`src/rtl/mem0_stage_if.sv`:
```
// Bundle between MEM0 and its neighbours: EX input bus, MEM1 output bus,
// data-SRAM request channel and the ID bypass / dest-tag outputs.
`ifndef EX2MEM0BusSize
`define EX2MEM0BusSize 108
`endif
`ifndef MEM02MEM1BusSize
`define MEM02MEM1BusSize 78
`endif

interface mem0_stage_if;
  logic [`EX2MEM0BusSize-1:0]   ex2mem0_bus_i;
  logic                         ex_over_i;
  logic                         mem0_allowin_o;
  logic                         flush_i;
  logic                         mem1_allowin_i;
  logic                         mem0_to_mem1_valid_o;
  logic [`MEM02MEM1BusSize-1:0] mem0_to_mem1_bus_o;
  logic                         data_req_o;
  logic                         data_wr_o;
  logic [1:0]                   data_size_o;
  logic [31:0]                  data_addr_o;
  logic [3:0]                   data_wstrb_o;
  logic [31:0]                  data_wdata_o;
  logic                         data_addr_ok_i;
  logic                         data_discard_o;
  logic [31:0]                  forward_mem02id_data_o;
  logic                         forward_mem02id_valid_o;
  logic [4:0]                   ctl_mem0_dest_o;

  modport slave (
    input  ex2mem0_bus_i, ex_over_i, flush_i, mem1_allowin_i, data_addr_ok_i,
    output mem0_allowin_o, mem0_to_mem1_valid_o, mem0_to_mem1_bus_o,
           data_req_o, data_wr_o, data_size_o, data_addr_o, data_wstrb_o, data_wdata_o,
           data_discard_o, forward_mem02id_data_o, forward_mem02id_valid_o, ctl_mem0_dest_o
  );

  modport master (
    output ex2mem0_bus_i, ex_over_i, flush_i, mem1_allowin_i, data_addr_ok_i,
    input  mem0_allowin_o, mem0_to_mem1_valid_o, mem0_to_mem1_bus_o,
           data_req_o, data_wr_o, data_size_o, data_addr_o, data_wstrb_o, data_wdata_o,
           data_discard_o, forward_mem02id_data_o, forward_mem02id_valid_o, ctl_mem0_dest_o
  );
endinterface

```
`src/rtl/mem0_stage.sv`:
```
// MEM0 pipeline stage: one-slot buffer that issues the data-SRAM request.
// Define MEM0_ALIGN_CHECK_EN to trap misaligned half/word accesses (ale) instead of requesting.
`ifndef EX2MEM0BusSize
`define EX2MEM0BusSize 108
`endif
`ifndef MEM02MEM1BusSize
`define MEM02MEM1BusSize 78
`endif

module mem0_stage (
  input  logic        clk_i,
  input  logic        rstn_i,
  mem0_stage_if.slave io
);
  localparam int NUM_LANES = 4;
  localparam int VEC_W     = 8;

  typedef struct packed {
    logic        inst_load;
    logic        inst_store;
    logic        ld_bh_sign;
    logic [2:0]  size;        // one-hot: 4 byte, 2 half, 1 word
    logic [31:0] st_data;
    logic [31:0] exe_result;
    logic [4:0]  rd_addr;
    logic        rd_we;
    logic [31:0] pc;
  } ex_bus_t;

  typedef enum logic [1:0] {S_EMPTY = 2'd0, S_REQ = 2'd1, S_DONE = 2'd2} state_t;

  state_t  state_q, state_d, load_tgt;
  ex_bus_t slot_q, slot_d, in_bus;
  logic    ale_q, ale_d, discard_q, discard_d;
  logic    in_mem, in_ale, load, valid, req, is_done;
  logic [1:0] a_lo, size_code;
  logic [NUM_LANES-1:0]            lane_strb;
  logic [NUM_LANES-1:0][VEC_W-1:0] lane_data;

  assign in_bus = io.ex2mem0_bus_i;
  assign in_mem = in_bus.inst_load | in_bus.inst_store;

`ifdef MEM0_ALIGN_CHECK_EN
  assign in_ale = in_mem & ((in_bus.size[1] & in_bus.exe_result[0]) |
                            (in_bus.size[0] & (|in_bus.exe_result[1:0])));
`else
  assign in_ale = 1'b0;
`endif

  // A trapped access never talks to memory; it goes straight to DONE carrying ale.
  assign load_tgt = (in_mem & ~in_ale) ? S_REQ : S_DONE;

  assign valid   = (state_q != S_EMPTY);
  assign is_done = (state_q == S_DONE);
  assign req     = (state_q == S_REQ);

  assign io.mem0_allowin_o = (state_q == S_EMPTY) | (is_done & io.mem1_allowin_i);
  assign load = io.ex_over_i & io.mem0_allowin_o & ~io.flush_i;

  always_comb begin
    state_d   = state_q;
    slot_d    = slot_q;
    ale_d     = ale_q;
    discard_d = 1'b0;
    if (load) begin
      slot_d = in_bus;
      ale_d  = in_ale;
    end
    case (state_q)
      S_EMPTY: if (load) state_d = load_tgt;
      S_REQ: begin
        // Once the address is accepted a response is coming; tell MEM1 to drop it.
        if (io.flush_i) begin
          state_d   = S_EMPTY;
          discard_d = io.data_addr_ok_i;
        end else if (io.data_addr_ok_i) begin
          state_d = S_DONE;
        end
      end
      S_DONE: begin
        if (io.flush_i) begin
          state_d   = S_EMPTY;
          discard_d = slot_q.inst_load;
        end else if (io.mem1_allowin_i) begin
          state_d = load ? load_tgt : S_EMPTY;
        end
      end
      default: state_d = S_EMPTY;
    endcase
  end

  always_ff @(posedge clk_i or negedge rstn_i) begin
    if (!rstn_i) begin
      state_q   <= S_EMPTY;
      slot_q    <= '0;
      ale_q     <= 1'b0;
      discard_q <= 1'b0;
    end else begin
      state_q   <= state_d;
      slot_q    <= slot_d;
      ale_q     <= ale_d;
      discard_q <= discard_d;
    end
  end

  // Byte-lane strobe/data steering for stores.
  assign a_lo = slot_q.exe_result[1:0];

  for (genvar i = 0; i < NUM_LANES; i++) begin : g_lane
    localparam logic [1:0] LANE = 2'(i);
    assign lane_strb[i] = slot_q.size[2] ? (a_lo == LANE) :
                          slot_q.size[1] ? (a_lo[1] == LANE[1]) : 1'b1;
    assign lane_data[i] = slot_q.size[2] ? slot_q.st_data[VEC_W-1:0] :
                          slot_q.size[1] ? slot_q.st_data[VEC_W*(i%2) +: VEC_W] :
                                           slot_q.st_data[VEC_W*i +: VEC_W];
  end

  assign size_code = slot_q.size[2] ? 2'd0 : slot_q.size[1] ? 2'd1 : 2'd2;

  // Request fields are only driven while requesting, so they stay frozen until addr_ok.
  assign io.data_req_o   = req;
  assign io.data_wr_o    = req & slot_q.inst_store;
  assign io.data_size_o  = req ? size_code : 2'd0;
  assign io.data_addr_o  = req ? slot_q.exe_result : 32'd0;
  assign io.data_wstrb_o = (req & slot_q.inst_store) ? lane_strb : 4'd0;
  assign io.data_wdata_o = req ? lane_data : 32'd0;
  assign io.data_discard_o = discard_q;

  assign io.mem0_to_mem1_valid_o = is_done;
  assign io.mem0_to_mem1_bus_o = {slot_q.inst_load, slot_q.ld_bh_sign, slot_q.size, a_lo,
                                  slot_q.exe_result, slot_q.rd_addr, slot_q.rd_we, ale_q,
                                  slot_q.pc};

  assign io.forward_mem02id_data_o  = slot_q.exe_result & {32{valid}};
  assign io.forward_mem02id_valid_o = ~(valid & slot_q.inst_load);
  assign io.ctl_mem0_dest_o         = slot_q.rd_addr & {5{valid}};
endmodule

```
`src/flat_wrapper.sv`:
```
// flat-port wrapper written by rule: the top's interface ports become plain ports
module mem0_stage_flat 
  (clk_i, rstn_i, io_ex2mem0_bus_i, io_ex_over_i, io_flush_i, io_mem1_allowin_i, io_data_addr_ok_i, io_mem0_allowin_o, io_mem0_to_mem1_valid_o, io_mem0_to_mem1_bus_o, io_data_req_o, io_data_wr_o, io_data_size_o, io_data_addr_o, io_data_wstrb_o, io_data_wdata_o, io_data_discard_o, io_forward_mem02id_data_o, io_forward_mem02id_valid_o, io_ctl_mem0_dest_o);
  mem0_stage_if io_i ();
  input  logic clk_i;
  input  logic rstn_i;
  input wire logic [$bits(io_i.ex2mem0_bus_i)-1:0] io_ex2mem0_bus_i;
  input wire logic [$bits(io_i.ex_over_i)-1:0] io_ex_over_i;
  input wire logic [$bits(io_i.flush_i)-1:0] io_flush_i;
  input wire logic [$bits(io_i.mem1_allowin_i)-1:0] io_mem1_allowin_i;
  input wire logic [$bits(io_i.data_addr_ok_i)-1:0] io_data_addr_ok_i;
  output wire logic [$bits(io_i.mem0_allowin_o)-1:0] io_mem0_allowin_o;
  output wire logic [$bits(io_i.mem0_to_mem1_valid_o)-1:0] io_mem0_to_mem1_valid_o;
  output wire logic [$bits(io_i.mem0_to_mem1_bus_o)-1:0] io_mem0_to_mem1_bus_o;
  output wire logic [$bits(io_i.data_req_o)-1:0] io_data_req_o;
  output wire logic [$bits(io_i.data_wr_o)-1:0] io_data_wr_o;
  output wire logic [$bits(io_i.data_size_o)-1:0] io_data_size_o;
  output wire logic [$bits(io_i.data_addr_o)-1:0] io_data_addr_o;
  output wire logic [$bits(io_i.data_wstrb_o)-1:0] io_data_wstrb_o;
  output wire logic [$bits(io_i.data_wdata_o)-1:0] io_data_wdata_o;
  output wire logic [$bits(io_i.data_discard_o)-1:0] io_data_discard_o;
  output wire logic [$bits(io_i.forward_mem02id_data_o)-1:0] io_forward_mem02id_data_o;
  output wire logic [$bits(io_i.forward_mem02id_valid_o)-1:0] io_forward_mem02id_valid_o;
  output wire logic [$bits(io_i.ctl_mem0_dest_o)-1:0] io_ctl_mem0_dest_o;
  assign io_i.ex2mem0_bus_i = io_ex2mem0_bus_i;
  assign io_i.ex_over_i = io_ex_over_i;
  assign io_i.flush_i = io_flush_i;
  assign io_i.mem1_allowin_i = io_mem1_allowin_i;
  assign io_i.data_addr_ok_i = io_data_addr_ok_i;
  assign io_mem0_allowin_o = io_i.mem0_allowin_o;
  assign io_mem0_to_mem1_valid_o = io_i.mem0_to_mem1_valid_o;
  assign io_mem0_to_mem1_bus_o = io_i.mem0_to_mem1_bus_o;
  assign io_data_req_o = io_i.data_req_o;
  assign io_data_wr_o = io_i.data_wr_o;
  assign io_data_size_o = io_i.data_size_o;
  assign io_data_addr_o = io_i.data_addr_o;
  assign io_data_wstrb_o = io_i.data_wstrb_o;
  assign io_data_wdata_o = io_i.data_wdata_o;
  assign io_data_discard_o = io_i.data_discard_o;
  assign io_forward_mem02id_data_o = io_i.forward_mem02id_data_o;
  assign io_forward_mem02id_valid_o = io_i.forward_mem02id_valid_o;
  assign io_ctl_mem0_dest_o = io_i.ctl_mem0_dest_o;
  mem0_stage u_core (.clk_i(clk_i), .rstn_i(rstn_i), .io(io_i));
endmodule
```
`config.mk`:
```
export PLATFORM = sky130hd
export DESIGN_NAME = mem0_stage_flat
export DESIGN_NICKNAME = d
export VERILOG_FILES = /design/src/rtl/mem0_stage_if.sv /design/src/rtl/mem0_stage.sv /design/src/flat_wrapper.sv
export SDC_FILE = /design/constraint.sdc
export NUM_CORES = 1
export LEC_CHECK = 0
export CORE_MARGIN = 4
export CORE_UTILIZATION = 37
export CTS_CLUSTER_SIZE = 16
export DETAILED_ROUTE_END_ITERATION = 8
export PLACE_DENSITY = 0.73
export SLEW_MARGIN = 25
export SYNTH_ARGS = -nofsm -noshare
export SYNTH_HDL_FRONTEND = slang
export SYNTH_SLANG_ARGS = --single-unit
export TNS_END_PERCENT = 100
```
`constraint.sdc`:
```
create_clock -name clk_i -period 1.8 [get_ports clk_i]
set_input_delay 0.18 -clock clk_i [delete_from_list [all_inputs] [get_ports clk_i]]
set_output_delay 0.18 -clock clk_i [all_outputs]
set_load 0.02 [all_outputs]
```
==> results of run 1 <==
-- through the flow --
| step | utilization | instances | setup slack [ns] | TNS, ns |
|---|---|---|---|---|
| 4_1_cts | 0.572 | 972 | -0.170 | -8.60 |
| 3_3_place_gp | 0.549 | 940 | -0.194 | -13.04 |
| 5_1_grt | 0.634 | 989 | -0.145 | -17.43 |
| 6_report | 0.634 | 989 | -0.105 | -8.38 |
| 3_5_place_dp | 0.549 | 940 | -0.172 | -17.38 |
| 2_1_floorplan | - | 485 | -0.0376 | -3.70 |
-- cells in the final DEF, fill, tap and decap left out, drive strengths merged --
cell / count
clkdlybuf4s50: 190
buf: 173
dfrtp: 111
mux2: 107
and2: 39
nor2b: 37
clkbuf: 20
nor2: 18
o22a: 13
inv: 10
mux2i: 10
nand2: 7
a21oi: 5
ha: 4
nand3: 3
o31ai: 3
o21ai: 3
bufinv: 2
nand2b: 2
and3: 1
or2: 1
a21o: 1
a41oi: 1
nor3: 1
o22ai: 1
a22oi: 1
a211o: 1
conb: 1
clkinvlp: 1
dlygate4sd3: 1
dlygate4sd2: 1
-- worst register-to-register path: stages (launching register included) --
cell,delay [ns]
dfrtp_1,0.40
buf_4,0.16
ha_4,0.16
a21o_4,0.19
nor2b_4,0.13
buf_12,0.14
buf_12,0.15
clkbuf_16,0.16
mux2_4,0.30
-- routing by layer --
metal	vias to the layer above	wire length, um	track usage
li1	2110	-	-
met1	2391	7940	0.230
met2	239	10800	0.330
met3	27	1660	0.0461
met4	0	410	0.0703
met5	-	0	0
-- cells by family (layout without fill, tap and decap cells) --
logic type | Yosys count | in the layout
buffers and inverters | 114 | 398
adders and majority gates | 4 | 4
AOI/OAI and AO/OA | 29 | 29
muxes | 117 | 117
DFF | 111 | 111
other | 1 | 1
and+or+nand+nor | 109 | 109
-- sequential cells by signal, summed over array words and instances (netlist names) --
signal                        cells
u_core.io.mem0_to_mem1_bus_o     75
u_core.slot_q                    25
u_core.lane_data                  8
u_core.state_q                    2
u_core.io.data_discard_o          1
-- cells in the mapped netlist --
| cell | n | area share |
|---|---|---|
| nand3_1 | 3 | 0.0024 |
| nor3_1 | 1 | 0.00080 |
| clkbuf_1 | 11 | 0.0066 |
| buf_12 | 10 | 0.032 |
| a211o_1 | 1 | 0.0014 |
| nand2b_1 | 1 | 0.0010 |
| and2_1 | 39 | 0.039 |
| mux2i_1 | 10 | 0.016 |
| o21ai_0 | 3 | 0.0024 |
| nor2_1 | 17 | 0.010 |
| a21oi_1 | 5 | 0.0040 |
| buf_4 | 80 | 0.096 |
| a21o_1 | 1 | 0.0012 |
| a22oi_1 | 1 | 0.0012 |
| nor2_2 | 1 | 0.0010 |
| o22a_1 | 13 | 0.018 |
| dfrtp_1 | 111 | 0.44 |
| mux2_4 | 96 | 0.23 |
| nand2b_2 | 1 | 0.0014 |
| ha_1 | 4 | 0.0080 |
| o22ai_1 | 1 | 0.0010 |
| buf_8 | 1 | 0.0024 |
| nand2_1 | 7 | 0.0042 |
| a41oi_1 | 1 | 0.0014 |
| conb_1 | 1 | 0.00060 |
| and3_1 | 1 | 0.0010 |
| o31ai_1 | 3 | 0.0036 |
| buf_2 | 3 | 0.0024 |
| or2_2 | 1 | 0.0010 |
| inv_1 | 9 | 0.0054 |
| nor2b_1 | 36 | 0.036 |
| mux2_2 | 11 | 0.020 |
| nor2b_4 | 1 | 0.0022 |
-- worst paths after layout --
check / end / slack, ns / depth (start not counted) / start
max: u_core.io.mem0_to_mem1_bus_o[36] / -0.11 / 8 / u_core.state_q[1]
min: u_core.io.mem0_to_mem1_bus_o[50] / 0.31 / 2 / rstn_i
max reg2reg: u_core.io.mem0_to_mem1_bus_o[36] / -0.11 / 8 / u_core.state_q[1]
min reg2reg: u_core.io.mem0_to_mem1_bus_o[14] / 0.51 / 1 / u_core.io.mem0_to_mem1_bus_o[14]
max in group asynchronous: u_core.io.mem0_to_mem1_bus_o[75] / 0.88 / 3 / rstn_i
min in group clk_i: u_core.io.mem0_to_mem1_bus_o[75] / 0.42 / 3 / io_ex2mem0_bus_i[104]
-- power groups by stage --
stage / combinational, mW / clock (mW) / sequential (mW)
global route: 15.2 / 2.34 / 5.15
global placement: 12.0 / 0 / 4.79
CTS: 12.2 / 2.27 / 4.83
detailed placement: 12.2 / 0 / 4.84
finish: 14.5 / 2.21 / 4.99
floorplan: 8.00 / 0 / 4.44
-- area by class of cell --
class,count,share of cell area
Clock buffer,11,0.0240
Clock inverter,4,0.00726
Inverter,9,0.00345
Multi-Input combinational cell,260,0.286
Sequential cell,111,0.264
Tap cell,220,0.0262
Timing Repair Buffer,374,0.389
-- repair_timing --
| action | CTS | global route |
|---|---|---|
| pin swaps | 3 | 14 |
| cloned | 8 | 13 |
| setup endpoints to repair | 218 | 187 |
| hold buffers | 1 | 0 |
| hold endpoints to repair | 27 | 0 |
| buffers inserted | 8 | 10 |
| resized for setup | 517 | 234 |
==> summary.md, run 1 <==
| Metric | Value |
|---|---|
| Outcome | `finished, violations left` |
| Violated checks | `negative setup slack` |
| Final instance area | `10500 um2` |
| Ports | `305` |
| Area growth syn-to-layout | `68.4%` |
| Initial DRT Pass Iterations | `4` |
| Family with the most delay on the worst path | `buffers and inverters` |
| Synth Area in Compound Gates | `0.0345` |
| Hold Vio Cnt, Final | `0` |
| Post-DR vias/cell | `4.82` |
| Die height | `138 um` |
| Clock Pin Slew Worst Setup and Hold Paths | `0.08 ns` |
| Via count | `4767` |
| Power Dens Cells | `2060 nW/um2` |
| Core area | `16600 um2` |
| Synth Area in Simple Gates | `0.100` |
| CP Cell Sequence | `buf_4 -> ha_4 -> a21o_4 -> nor2b_4 -> buf_12 -> buf_12 -> clkbuf_16 -> mux2_4` |
| Wirelength per Cell | `21.1 um` |
| Fin worst setup slack | `-0.105 ns` |
| Post-DP HPWL | `13600 um` |
| Root Driver | `clkbuf_16` |
| Synthesized area | `6240 um2` |
| Nets | `883` |
| WP data arrival | `2.13 ns` |
| Fmax | `525 MHz` |
| Sequential share of power | `0.230` |
| Register area | `2780 um2` |
| NetSw | `8.66 mW` |
| Global Route Usage Sum | `0.191` |
| Logic pwr share | `0.668` |
| DP Area | `9100 um2` |
| Synth cell types | `33` |
| Slew Viols, Final | `0` |
| Final period util | `1.06` |
| Critical path buffers and inverters | `4` |
| Starting DRT DRC Count | `184` |
| FP Rows | `47` |
| Fin Hold WS | `0.314 ns` |
| Adder-cell share of the synthesized area | `0.00801` |
| CTS tree | `built` |
| Fill cell count | `1239` |
| CP peak stage delay | `0.40 ns` |
| Net Sw Frac | `0.399` |
| Starting Density | `0.377` |
| Peak VDD IR | `1.16 mV` |
| Clock tree buffer depth | `2` |
| Register area share after synthesis | `0.445` |
| Initial antenna violation count | `1` |
| Share of post-route cells with drive strength above 1 | `0.506` |
| Antenna diode count | `0` |
| Synth Register Bits | `111` |
| First-pass GRT wire length | `28000 um` |
| Synth warnings | `0` |
| Post-route ant nets | `0` |
| Clock skew | `0.0124 ns` |
| Number of CTS-inserted buffers | `9` |
| Synth Instances | `485` |
| P_int | `13.0 mW` |
| RD Place Congestion | `0.806` |
| Vias in the first global route | `4957` |
| Detailed-route DRC error count | `0` |
| Max-capacitance violation count | `0` |
| Hold WC Path Type | `input pin to asynchronous set/reset pin` |
| Die area | `19000 um2` |
| Crit-path max FO | `6` |
| Slowest-stage cell, CP | `dfrtp_1` |
| CTS Sinks | `111` |
| Crit. End Element | `flip-flop` |
| Power share of the clock group | `0.102` |
| # H-tree levels | `3` |
| Total wire length | `20800 um` |
| Power Total | `21.7 mW` |
| Die X-Extent | `138 um` |
| Area of the multi-input gates | `3010 um2` |
| Post-synthesis xor/xnor area fraction | `0` |
| GR Overflow Total | `0` |
| Post-Syn Nets | `603` |
| Crit path kind | `flip-flop to flip-flop` |
| Startpoint types | `flip-flop` |
| Static leakage | `4.75 nW` |
| Final setup violation count | `148` |
| Largest net degree at the start of global routing | `40` |
| Clock Latency Late Sink | `0.35 ns` |
| Largest family of logic cells by synthesized area | `multiplexers` |
| Minimum clock period | `1.91 ns` |
| Number of port buffers | `303` |
| Critical path required time | `2.03 ns` |
| Mux contribution to synthesized area | `0.267` |
| Unrepaired setup endpoints after global routing | `true` |
| Syn Area/Cell | `12.9 um2` |
| Cell mode on critical path | `buf_12` |
Note: power is estimated with default switching activity, not from simulation.
==> run 2: changes to the inputs <==
--- a/config.mk
+++ b/config.mk
@@ -5,8 +5,10 @@
 export SDC_FILE = /design/constraint.sdc
 export NUM_CORES = 1
 export LEC_CHECK = 0
+export CELL_PAD_IN_SITES_DETAIL_PLACEMENT = 0
+export CELL_PAD_IN_SITES_GLOBAL_PLACEMENT = 1
 export CORE_MARGIN = 4
-export CORE_UTILIZATION = 37
+export CORE_UTILIZATION = 28
 export CTS_CLUSTER_SIZE = 16
 export DETAILED_ROUTE_END_ITERATION = 8
 export PLACE_DENSITY = 0.73
==> run 2 against run 1 <==
The run still ends with negative setup slack left. Worst setup slack improved by 0.0069 ns. Total power decreased by 3.0%. Via count decreased by 2.1%. Clock skew decreased by 0.0038 ns. First-iteration DRC count increased by 13%. Core utilization decreased by 16 points. Combinational power decreased by 3%. Global-route usage decreased by 3.3 points. Critical path type is now flip-flop to output pin.
==> summary.md, run 2 (synthesis results as in run 1) <==
| Metric | Value |
|---|---|
| RR Endpoint | `u_core.io.mem0_to_mem1_bus_o[21]` |
| Violated checks | `negative setup slack` |
| Critical path required time | `1.62 ns` |
| WP data arrival | `1.72 ns` |
| Static leakage | `4.73 nW` |
| Starting DRT DRC Count | `208` |
| Met2 Resource Use GR | `0.289` |
| Crit. End Element | `output pin` |
| Vias in the first global route | `5147` |
| First-pass GRT wire length | `30200 um` |
| RD Place Congestion | `0.840` |
| Clock tree buffer depth | `2` |
| Non-filler instance count after layout | `1060` |
| Power Total | `21.0 mW` |
| NetSw | `8.60 mW` |
| Max-capacitance violation count | `0` |
| Wirelength per Cell | `19.5 um` |
| Largest net degree at the start of global routing | `58` |
| GR Overflow Total | `0` |
| Fin worst setup slack | `-0.0985 ns` |
| Minimum clock period | `1.90 ns` |
| Commonest non-fill, non-tap cell in the layout | `clkdlybuf4s50_1` |
| Logic pwr share | `0.668` |
| Clock Pin Slew Worst Setup and Hold Paths | `0.09 ns` |
| Register-to-register setup slack | `-0.09 ns` |
| Initial antenna violation count | `0` |
| Area growth syn-to-layout | `66.7%` |
| Post-DP HPWL | `14800 um` |
| Crit path kind | `flip-flop to output pin` |
| Unrepaired setup endpoints after global routing | `true` |
| Relative slew slack | `0.511` |
| Sequential share of power | `0.235` |
| Worst slew pin tran | `0.734 ns` |
| Hold WC Path Type | `input pin to asynchronous set/reset pin` |
| Initial DRT Pass Iterations | `4` |
| Total wire length | `20700 um` |
| Global Route Usage Sum | `0.158` |
| CTS Sinks | `111` |
| Post-DR vias/cell | `4.40` |
| Ports | `305` |
| Number of CTS-inserted buffers | `9` |
| Share of post-route cells with drive strength above 1 | `0.503` |
| R2r startpoint | `u_core.state_q[1]` |
| Crit-path max FO | `8` |
| Via count | `4665` |
| CTS tree | `built` |
| Met1 usage in global routing | `0.186` |
| Power Dens Cells | `2020 nW/um2` |
| Nets | `893` |
| Die area | `24800 um2` |
| Fmax | `527 MHz` |
| Startpoint types | `flip-flop` |
| Hold Vio Cnt, Final | `0` |
| Clock skew | `0.00867 ns` |
| Reg2Reg Depth | `8` |
| Die X-Extent | `157 um` |
| Final setup violation count | `131` |
| # H-tree levels | `3` |
| Power share of the clock group | `0.097` |
| Net Sw Frac | `0.408` |
| Slew Viols, Final | `0` |
| P_int | `12.5 mW` |
| Clock Latency Late Sink | `0.36 ns` |
| Post-route ant nets | `0` |
| Detailed-route DRC error count | `0` |
| Number of port buffers | `303` |
| Final period util | `1.05` |
| Root Driver | `clkbuf_16` |
| Die height | `157 um` |
| Cells after DPL | `1011` |
| Most frequent cells in the layout | `clkdlybuf4s50_1 (189), dfrtp_1 (108), mux2_4 (103)` |
| Largest register FFs | `75` |
| Antenna diode count | `0` |
| Starting Density | `0.285` |
| Outcome | `finished, violations left` |
| Met3 usage | `0.0283` |
| FP Rows | `54` |
| Most used routing layer in global routing | `met2` |
| Peak VDD IR | `0.912 mV` |
| Fin Hold WS | `0.363 ns` |
| Core area | `21900 um2` |
[run 2: changes by cell type in the layout (fill, tap and decap cells not counted), sizes merged]
cell	before	now
buf	173	189
clkbuf	20	12
clkinv	0	3
bufinv	2	0
inv	10	12
clkdlybuf4s50	190	189
dlygate4sd2	1	2
[run 2: how the worst max path moves through the flow]
| stage | depth (start not counted) | endpoint | slack (ns) | from |
|---|---|---|---|---|
| floorplan | 7 | u_core.io.mem0_to_mem1_bus_o[0] | -0.04 | u_core.state_q[0] |
| global placement | 8 | io_data_wdata_o[21] | -0.21 | u_core.state_q[1] |
| detailed placement | 8 | io_data_wdata_o[30] | -0.22 | u_core.state_q[1] |
| CTS | 9 | u_core.slot_q[87] | -0.17 | u_core.state_q[0] |
| global route | 7 | io_data_wdata_o[21] | -0.15 | u_core.state_q[0] |
| finish | 7 | io_data_wdata_o[21] | -0.1 | u_core.state_q[0] |
[run 2: repair_timing]
item | CTS | global route
setup buffers | 25 | 2
hold buffers | 1 | 0
gates resized for setup | 570 | 159
pin swaps | 16 | 15
setup endpoints to repair | 210 | 204
gates cloned | 9 | 2
hold endpoints to repair | 54 | 0
[run 2: final cells by class]
cell class	instances	area, um2
fillers	1973	11500
repair buffers	384	3990
multi-input cells	260	2950
flip-flops and latches	111	2780
well taps	280	350
clock buffers	9	225
clock inverters	7	77.6
inverters	9	38.8
[run 2: metrics by stage]
stage / area, um2 / setup slack (ns) / TNS, ns / util
2_1_floorplan: 6260 / -0.0376 / -3.70 / -
3_3_place_gp: 9260 / -0.206 / -15.89 / 0.423
3_5_place_dp: 9260 / -0.217 / -19.53 / 0.423
4_1_cts: 9990 / -0.169 / -12.73 / 0.456
5_1_grt: 10400 / -0.147 / -12.72 / 0.475
6_report: 10400 / -0.0985 / -6.95 / 0.475
[run 2: power by group through the flow]
stage | logic, mW | clock network [mW] | registers [mW]
final | 14.1 | 2.04 | 4.96
after global routing | 14.7 | 2.22 | 5.14
after detailed placement | 12.3 | 0 | 4.87
after CTS | 13.1 | 2.11 | 4.90
after global placement | 12.2 | 0 | 4.81
after floorplan | 8.00 | 0 | 4.44
[run 2: metal layers]
| metal | wire, um | up-vias |
|---|---|---|
| met5 | 0 | - |
| met4 | 400 | 0 |
| met3 | 1150 | 21 |
| met2 | 11000 | 168 |
| met1 | 8070 | 2348 |
| li1 | - | 2128 |
[run 2: worst max-delay path: stages, from the launching register on]
cell,delay (ns)
dfrtp_2,0.46
ha_4,0.22
buf_6,0.13
nand2_2,0.05
inv_2,0.05
buf_6,0.13
o22a_1,0.19
buf_6,0.13
==> run 3: changes to the inputs <==
--- a/config.mk
+++ b/config.mk
@@ -7,6 +7,7 @@
 export LEC_CHECK = 0
 export CELL_PAD_IN_SITES_DETAIL_PLACEMENT = 0
 export CELL_PAD_IN_SITES_GLOBAL_PLACEMENT = 1
+export CORE_ASPECT_RATIO = 0.5
 export CORE_MARGIN = 4
 export CORE_UTILIZATION = 28
 export CTS_CLUSTER_SIZE = 16
==> run 3 against run 2 <==
The flow still finishes with violations (negative setup slack). Maximum frequency down 0.61%. First-iteration DRC count fell by 23%. Sequential power hardly changed. Wire length rose by 0.64%. Total power decreased by 1.2%. Sequential share of layout area up 0.29 points. Register-to-register slack worse by 0.02 ns. Clock power fell by 9%. Worst setup slack worse by 0.012 ns. Global-route usage down 0.22 points. Die area grew 0.59%. Clock-buffer cell count is 1 higher. Critical path type is now flip-flop to flip-flop. Critical endpoint is now u_core.io.mem0_to_mem1_bus_o[4]. Largest cell class unchanged.
==> summary.md, run 3 (synthesis results as in run 1) <==
| Metric | Value |
|---|---|
| Antenna diode count | `0` |
| Most frequent cells in the layout | `clkdlybuf4s50_1 (188), dfrtp_1 (108), mux2_4 (106)` |
| Nets | `880` |
| Die area | `24900 um2` |
| DP Area | `9310 um2` |
| Largest net degree at the start of global routing | `112` |
| Crit path kind | `flip-flop to flip-flop` |
| Die height | `114 um` |
| Worst hold path endpoint | `u_core.io.mem0_to_mem1_bus_o[39]` |
| P_int | `12.3 mW` |
| Hold Vio Cnt, Final | `0` |
| Starting Density | `0.287` |
| Fill cell count | `2033` |
| Die X-Extent | `219 um` |
| Root Driver | `clkbuf_16` |
| Global Route Usage Sum | `0.156` |
| Ports | `305` |
| Worst Hold Path Cells | `3` |
| Post-DR vias/cell | `4.26` |
| Fmax | `524 MHz` |
| CTS Sinks | `111` |
| Worst slew pin tran | `0.658 ns` |
| Area growth syn-to-layout | `64.9%` |
| Clock tree buffer depth | `2` |
| Final setup violation count | `103` |
| Starting DRT DRC Count | `160` |
| Slew Viols, Final | `0` |
| Logic pwr share | `0.670` |
| NetSw | `8.44 mW` |
| RD Place Congestion | `0.840` |
| First-pass GRT wire length | `29800 um` |
| Unrepaired setup endpoints after global routing | `true` |
| Number of CTS-inserted buffers | `9` |
| Post-DP HPWL | `15000 um` |
| Via count | `4538` |
| Crit-path max FO | `8` |
| Outcome | `finished, violations left` |
| FP Rows | `38` |
| RR Endpoint | `u_core.io.mem0_to_mem1_bus_o[4]` |
| Minimum clock period | `1.91 ns` |
| Power share of the clock group | `0.090` |
| Vias in the first global route | `4853` |
| Startpoint types | `flip-flop` |
| Fin worst setup slack | `-0.110 ns` |
| Share of post-route cells with drive strength above 1 | `0.493` |
| CTS tree | `built` |
| Initial antenna violation count | `0` |
| Crit. End Element | `flip-flop` |
| Pre-CTS WS | `-0.223 ns` |
| Reg2Reg Depth | `9` |
| Wirelength per Cell | `19.5 um` |
| WP data arrival | `2.15 ns` |
| Detailed-route DRC error count | `0` |
| Critical path required time | `2.04 ns` |
| Number of port buffers | `303` |
| GR Overflow Total | `0` |
| Hold WC Path Type | `input pin to flip-flop` |
| Post-route ant nets | `0` |
| Register-to-register setup slack | `-0.11 ns` |
| Peak VDD IR | `0.796 mV` |
| Clock Latency Late Sink | `0.36 ns` |
| Power Dens Cells | `2020 nW/um2` |
| Sequential share of power | `0.240` |
| Total negative slack | `-5.01 ns` |
| Max-capacitance violation count | `0` |
| R2r startpoint | `u_core.state_q[1]` |
| Violated checks | `negative setup slack` |
| Initial DRT Pass Iterations | `4` |
| Largest register FFs | `75` |
| Static leakage | `4.66 nW` |
| Core area | `21800 um2` |
| Net Sw Frac | `0.406` |
| Final period util | `1.06` |
| Final instance area | `10300 um2` |
| # H-tree levels | `3` |
| Hold path startpoint | `io_ex2mem0_bus_i[38]` |
| Total wire length | `20800 um` |
| Relative slew slack | `0.561` |
| Clock Pin Slew Worst Setup and Hold Paths | `0.07 ns` |
| Clock skew | `0.0101 ns` |
| Commonest non-fill, non-tap cell in the layout | `clkdlybuf4s50_1` |
-- run 3: power groups by stage --
stage / sequential, mW / clock, mW / combinational [mW]
floorplan: 4.44 / 0 / 8.00
finish: 4.99 / 1.86 / 13.9
global placement: 4.80 / 0 / 12.5
global route: 5.19 / 2.05 / 14.6
CTS: 4.84 / 1.96 / 12.2
detailed placement: 4.85 / 0 / 12.5
-- run 3: what timing repair did --
item	CTS	global route
resized for setup	451	285
hold endpoints to repair	111	0
endpoints found under the setup margin	212	218
hold buffers	1	0
pin swaps	0	2
cloned	2	8
setup buffers	3	8
-- run 3: how the worst max path moves through the flow --
stage | startpoint | endpoint | slack (ns) | cells past startpoint
floorplan | u_core.state_q[0] | u_core.io.mem0_to_mem1_bus_o[0] | -0.04 | 7
global placement | u_core.state_q[1] | io_data_wdata_o[31] | -0.19 | 6
detailed placement | u_core.state_q[1] | io_data_wdata_o[31] | -0.22 | 6
CTS | u_core.state_q[1] | io_data_wdata_o[29] | -0.24 | 7
global route | u_core.state_q[1] | u_core.io.mem0_to_mem1_bus_o[4] | -0.19 | 9
finish | u_core.state_q[1] | u_core.io.mem0_to_mem1_bus_o[4] | -0.11 | 9
-- run 3: final cells by class --
class / count / area (um2) / area share
Clock buffer: 10 / 229 / 0.0222
Clock inverter: 5 / 35.0 / 0.00340
Inverter: 9 / 38.8 / 0.00377
Multi-Input combinational cell: 260 / 2960 / 0.287
Sequential cell: 111 / 2780 / 0.270
Tap cell: 300 / 375 / 0.0365
Timing Repair Buffer: 371 / 3880 / 0.377
-- run 3: worst max-delay path, stage by stage (launching register included) --
cell and delay [ns]:
dfrtp_1 0.39, inv_2 0.09, buf_6 0.11, ha_4 0.16, a21o_4 0.10, nor2b_4 0.19, buf_6 0.13, buf_12 0.16
clkbuf_16 0.17, mux2_4 0.30
-- run 3: layer usage --
metal  wire, um  up-vias  track usage
met3        522       24       0.0295
met4        314        0       0.0438
met2      11200       82        0.284
met1       8760     2337        0.189
li1           -     2095            -
met5          0        -            0
-- run 3: per-stage QoR --
| stage | utilization | hold WS [ns] | power [mW] | cells |
|---|---|---|---|---|
| final | 0.473 | 0.372 | 20.8 | 1066 |
| after global routing | 0.473 | 0.392 | 21.8 | 1066 |
| after CTS | 0.441 | 0.352 | 19.1 | 1052 |
| after detailed placement | 0.428 | 0.327 | 17.4 | 1031 |
| after global placement | 0.428 | 0.319 | 17.3 | 1031 |
| after floorplan | - | -0.116 | 12.4 | 485 |
